==> src/rtl/pattern_det_pkg.sv <==
// Shared types, default sizes and mask helper for the pattern detector family.
package pattern_det_pkg;

  typedef enum logic {
    UNCFG = 1'b0,
    RUN   = 1'b1
  } state_e;

  localparam int unsigned DEF_MAX_LEN = 16;
  localparam int unsigned DEF_CNT_W   = 16;

  // Upper bound on pattern width the mask helper can describe.
  localparam int unsigned MASK_W = 64;

  // Mask with the low 'len' bits set; len >= MASK_W yields all ones.
  function automatic logic [MASK_W-1:0] len_mask(input int unsigned len);
    logic [MASK_W-1:0] ones;
    ones = '1;
    return ~(ones << len);
  endfunction

endpackage

==> src/rtl/sat_counter.sv <==
// Saturating up-counter with synchronous clear; clear-then-count when both fire.
module sat_counter #(
  parameter int unsigned CNT_W = 16
) (
  input  logic             clk,
  input  logic             rst,
  input  logic             inc,
  input  logic             clr,
  output logic [CNT_W-1:0] count
);

  localparam logic [CNT_W-1:0] CNT_MAX = '1;

  logic [CNT_W-1:0] count_q;
  logic [CNT_W-1:0] count_d;

  // Next count: clear wins over hold, increment applies after clear.
  always_comb begin
    count_d = count_q;
    if (clr) begin
      count_d = inc ? CNT_W'(1) : '0;
    end else if (inc && (count_q != CNT_MAX)) begin
      count_d = count_q + CNT_W'(1);
    end
  end

  // Count register with synchronous active-low reset.
  always_ff @(posedge clk) begin
    if (!rst) count_q <= '0;
    else      count_q <= count_d;
  end

  assign count = count_q;

endmodule

==> src/rtl/prog_pattern_det.sv <==
// Run-time programmable serial bit-pattern detector with saturating match count.
module prog_pattern_det
  import pattern_det_pkg::*;
#(
  parameter  int unsigned MAX_LEN = DEF_MAX_LEN,
  parameter  int unsigned CNT_W   = DEF_CNT_W,
  localparam int unsigned LEN_W   = $clog2(MAX_LEN + 1)
) (
  input  logic               clk,
  input  logic               rst,
  input  logic               cfg_load,
  input  logic [MAX_LEN-1:0] cfg_pattern,
  input  logic [LEN_W-1:0]   cfg_len,
  input  logic               cfg_overlap,
  output logic               cfg_err,
  input  logic               data_valid,
  input  logic               data_in,
  input  logic               cnt_clr,
  output logic               pattern_det,
  output logic [CNT_W-1:0]   det_count,
  output logic               armed
);

  state_e             state_q,   state_d;
  logic [MAX_LEN-1:0] pattern_q, pattern_d;
  logic [LEN_W-1:0]   len_q,     len_d;
  logic               overlap_q, overlap_d;
  logic [MAX_LEN-1:0] hist_q,    hist_d;
  logic [LEN_W-1:0]   fill_q,    fill_d;
  logic               det_q,     det_d;
  logic               err_q,     err_d;
  logic               armed_q,   armed_d;

  logic [MAX_LEN-1:0] mask_c;
  logic [MAX_LEN-1:0] hist_nxt_c;
  logic [LEN_W-1:0]   fill_nxt_c;
  logic               len_ok_c;
  logic               match_c;

  assign mask_c = MAX_LEN'(len_mask(32'(len_q)));

  // Next-state: config load has priority, otherwise shift qualified bits in RUN.
  always_comb begin
    state_d    = state_q;
    pattern_d  = pattern_q;
    len_d      = len_q;
    overlap_d  = overlap_q;
    hist_d     = hist_q;
    fill_d     = fill_q;
    armed_d    = armed_q;
    det_d      = 1'b0;
    err_d      = 1'b0;
    match_c    = 1'b0;
    len_ok_c   = (cfg_len != '0) && (cfg_len <= LEN_W'(MAX_LEN));
    hist_nxt_c = {hist_q[MAX_LEN-2:0], data_in};
    fill_nxt_c = (fill_q == len_q) ? fill_q : fill_q + LEN_W'(1);

    if (cfg_load) begin
      if (len_ok_c) begin
        state_d   = RUN;
        pattern_d = cfg_pattern;
        len_d     = cfg_len;
        overlap_d = cfg_overlap;
        hist_d    = '0;
        fill_d    = '0;
        armed_d   = 1'b1;
      end else begin
        err_d = 1'b1;
      end
    end else if (data_valid && (state_q == RUN)) begin
      // Compare against the history including the bit arriving now.
      match_c = (fill_nxt_c == len_q) &&
                (((hist_nxt_c ^ pattern_q) & mask_c) == '0);
      hist_d  = hist_nxt_c;
      fill_d  = (match_c && !overlap_q) ? '0 : fill_nxt_c;
      det_d   = match_c;
    end
  end

  // State and datapath registers with synchronous active-low reset.
  always_ff @(posedge clk) begin
    if (!rst) begin
      state_q   <= UNCFG;
      pattern_q <= '0;
      len_q     <= '0;
      overlap_q <= 1'b0;
      hist_q    <= '0;
      fill_q    <= '0;
      det_q     <= 1'b0;
      err_q     <= 1'b0;
      armed_q   <= 1'b0;
    end else begin
      state_q   <= state_d;
      pattern_q <= pattern_d;
      len_q     <= len_d;
      overlap_q <= overlap_d;
      hist_q    <= hist_d;
      fill_q    <= fill_d;
      det_q     <= det_d;
      err_q     <= err_d;
      armed_q   <= armed_d;
    end
  end

  sat_counter #(
    .CNT_W (CNT_W)
  ) u_det_cnt (
    .clk   (clk),
    .rst   (rst),
    .inc   (det_d),
    .clr   (cnt_clr),
    .count (det_count)
  );

  assign pattern_det = det_q;
  assign cfg_err     = err_q;
  assign armed       = armed_q;

endmodule

==> config.mk <==
export PLATFORM = sky130hd
export DESIGN_NAME = prog_pattern_det
export DESIGN_NICKNAME = d
export VERILOG_FILES = /design/src/rtl/pattern_det_pkg.sv /design/src/rtl/sat_counter.sv /design/src/rtl/prog_pattern_det.sv
export SDC_FILE = /design/constraint.sdc
export NUM_CORES = 1
export LEC_CHECK = 0
export CORE_ASPECT_RATIO = 1.2
export CORE_MARGIN = 4
export CORE_UTILIZATION = 50
export CTS_CLUSTER_DIAMETER = 120
export DETAILED_ROUTE_END_ITERATION = 12
export PLACE_DENSITY = 0.72
export SYNTH_ARGS = -nofsm -noshare
export SYNTH_HDL_FRONTEND = slang
export SYNTH_SLANG_ARGS = --single-unit
==> constraint.sdc <==
create_clock -name clk -period 2.85 [get_ports clk]
set_clock_uncertainty 0.2 [all_clocks]
set_input_delay 0.57 -clock clk [delete_from_list [all_inputs] [get_ports clk]]
set_output_delay 0.57 -clock clk [all_outputs]
set_load 0.02 [all_outputs]
==> out/summary.md <==
Post-DP HPWL: 5610 um. In this run the worst path has a maximum fanout of 9. Share of synthesized area occupied by flip-flops and latches: 37.3%. In the final layout, the share of cells above drive strength 1 is 14.4%.

Number of port buffers: 46. Routability-driven placement finished with a final weighted congestion of 0.871. STA classifies the critical path endpoint as a flop.

In the routed layout, each cell is associated on average with a via count of 5.45. The register area was 1230 sq um. 0 antenna diodes ended up in the layout.

The tool flagged a number of max-cap violations equal to 0. In this run, synthesis produced a sequential element count of 61. The run gives 1890 sq um as the area taken by multi-input logic gates. The endpoint identified for the worst register-to-register timing path is u_det_cnt.count[9]. The worst reg2reg path startpoint was len_q[4]. The run gives 4 as the number of iterations in the first detailed-routing pass.

The post-route clock period utilization is 98.6%. The net count of the finished layout is 470, and the overall global routing resource usage is 20.9%. Clock-pin slew was measured on the worst setup and hold paths at 0.07 ns.

The via count of the first global-routing pass came out at 2736. The run gives 4050 sq um as the cell area after layout. Area of the core: 6410 sq um.

The slowest stage cell on the critical path is or4_4. The worst hold-check path type is reg -> reg. For the worst setup path, the data required time is 2.88 ns. Worst-case hold path end point: pattern_q[13].

The placed instances occupy a cell area of 3790 sq um. In this run, the number of DRC markers left after iteration 0 of detailed routing was 164. For the number of placement rows, the log shows 32. The tools report the DRC violations left as 0. The most common cell in the synthesized netlist was nand2_1. Yosys printed 0 warnings.

The die covers 7900 sq um. The buffer cell driving the clock tree root was clkbuf_8. After synthesis, the mean cell area works out to 8.41 sq um. Excluding fillers, the count of instances in the completed layout stands at 530.

Yosys attributes the largest share of cell area to dfxtp_1, a21boi_0, nand2_1. Critical hold path startpoint: pattern_q[13]. Clock tree synthesis found a total of 61 sinks. The first global-routing pass estimated 12600 um of wire.

Commonest register cell after synthesis: dfxtp_1. Synthesis handed over a netlist of 389 instances. The count of nets left with antenna violations once routing finished came out at 0.

The worst hold path was traced through 2 stages. For this design, the CTS-stage hold fixing added 0 buffers. Traced cell by cell, the critical path runs through or4_4 -> a22o_1 -> o31ai_2 -> nand4_4 -> nor3_4 -> a31oi_1 -> a41o_1. Number of pins exceeding their max-slew limit in the final report: 0. The clock buffer count from CTS was 9. Headroom to the max-slew limit came out at 66.5%.

Entering global routing, the biggest net connects 41 pins. The initial antenna violation count was 0; the worst stage delay on the critical path was 0.56 ns. In the synthesized netlist the async set-or-reset flop fraction comes to 0%. In this run the cell area of the synthesized design comes to 3270 sq um. TritonCTS built the clock tree. Actual slew at the worst max-slew pin: 0.502 ns. Counting cells, the worst reg-to-reg path comes to 7.

The height of the die works out to 96.6 um. For this run the aggregate overflow at the end of global routing stands at 0. The run gives 511 as the number of placed instances, taps included. Static timing analysis puts the maximum clock frequency at 356 MHz. By count the netlist is led by nand2_1, dfxtp_1, a21boi_0. The clock reaches the later pin of the worst-skew pair after 0.34 ns. After detailed routing, the total wire length is 7680 um.

The clock tree synthesis step divided the H-tree into 3 levels. In this run, distinct cell masters in the synthesized netlist total 65. The synthesized design devotes to its leading area cell type 37.3% of total area.

After filler insertion, the fill cell instance count of the layout stands at 574. The maximum buffer depth of the clock tree was 2; the synthesized netlist net count was 419. For this design the top-level I/O count stands at 47. The detailed router placed 2887 vias in this run. Setup violations remaining at the end of the flow were counted as 0. The die width was 81.8 um; the register-to-register setup slack was 0.04 ns. The final count of hold timing violations was 0.

The number of enable-type register cells in the synthesized netlist was 0; the area growth from synthesis to layout was 23.9%. The run finished with clean final reports. In this run the power density over the cells is 474 nW/um^2.

The standby leakage power was 1.54 nW. For the data arrival time of the critical path, the log shows 2.84 ns. Maximum ir drop on the vdd rail: 0.000299 V. The cell type contributing the most total cell area after synthesis was dfxtp_1. The smallest clock period supported by the final layout is computed as 2.81 ns. The effective utilization at floorplan is 51.1%, and the final routed wire length divided by cell count is 14.5 um.

The type of the setup path with the least slack is reg -> reg. STA classifies the critical path startpoint as a flop.
## layout make-up
class,instances,share of cell area [%]
inverter,2,0.185
timing repair buffer,68,15.4
tap,85,2.62
sequential,61,30.3
multi-input combinational,298,46.7
clock buffer,12,3.58
clock inverter,4,1.17
## through the flow
stage	setup TNS (ns)	power, mW	hold slack [ns]	utilization [%]	setup slack, ns
after floorplan	0	1.06	0.255	-	0.278
after global placement	-0.246	1.14	0.264	59.2	-0.0831
after detailed placement	-0.672	1.15	0.272	59.2	-0.143
after CTS	0	1.90	0.281	62.2	0.0267
after global routing	-0.131	2.00	0.303	63.3	-0.0481
final	0	1.92	0.279	63.3	0.0403
## logic make-up (layout without fill, tap and decap cells)
kind of cell / count (synthesis) / after routing / synth area share [%]
AOI/OAI and AO/OA: 85 / 85 / 18.9
xor gates and xnor gates: 31 / 31 / 8.30
adders and majority gates: 2 / 2 / 0.765
buffers and inverters: 30 / 86 / 6.01
DFF: 61 / 61 / 37.3
muxes: 3 / 3 / 0.918
and+or+nand+nor: 177 / 177 / 27.8
## cells in the final DEF (no fill, tap or decap), types with 3 or more instances in the layout
cell type,instances
nand2_1,77
dfxtp_1,56
clkdlybuf4s50_1,46
a21boi_0,39
nand3_1,24
buf_4,22
nor2_1,20
xor2_1,17
xnor2_1,14
a21oi_1,13
clkbuf_8,10
and3_1,7
nand4_1,7
o22ai_1,5
nor3_1,5
nand2b_1,4
dfxtp_2,4
and2_1,3
a31oi_1,3
mux2i_1,3
## worst max-delay path by stage
stage	from	to	slack (ns)	cells after the start
detailed placement	data_in	u_det_cnt.count[9]	-0.14	9
CTS	len_q[2]	fill_q[3]	0.03	9
finish	len_q[4]	u_det_cnt.count[9]	0.04	7
global route	fill_q[0]	u_det_cnt.count[9]	-0.05	8
floorplan	len_q[4]	u_det_cnt.count[9]	0.28	9
global placement	data_in	u_det_cnt.count[9]	-0.08	9
## critical path, delay by kind of cell (launching register included)
family / cells / cell delay [ns]
AOI/OAI and AO/OA: 4 / 0.97
and+or+nand+nor: 3 / 1.15
DFF: 1 / 0.37
## state kept, by name, indices dropped and copies added, names as in the netlist
signal	count
armed	1
cfg_err	1
fill_q	5
hist_q	15
len_q	5
overlap_q	1
pattern_det	1
pattern_q	16
u_det_cnt.count	16
## layer usage
layer  vias up  wire length (um)  track usage (%)
li1       1454                 -                -
met1      1354              3210             23.9
met2        61              3940             35.8
met3        18               340             6.59
met4         0               182             8.17
met5         -                 0                0
## where the power goes
group | leakage, nW | switching, mW | internal (mW)
Combinational | 0.944 | 0.134 | 0.132
Sequential | 0.497 | 0.0196 | 0.871
Clock | 0.0964 | 0.340 | 0.425
## timing repair
action / 4_1_cts / 5_1_grt
resized for setup: 0 / 11
endpoints found under the setup margin: 1 / 15
setup buffers: 0 / 3
pin swaps: 1 / 4
Power figures use the tool's default switching activity.
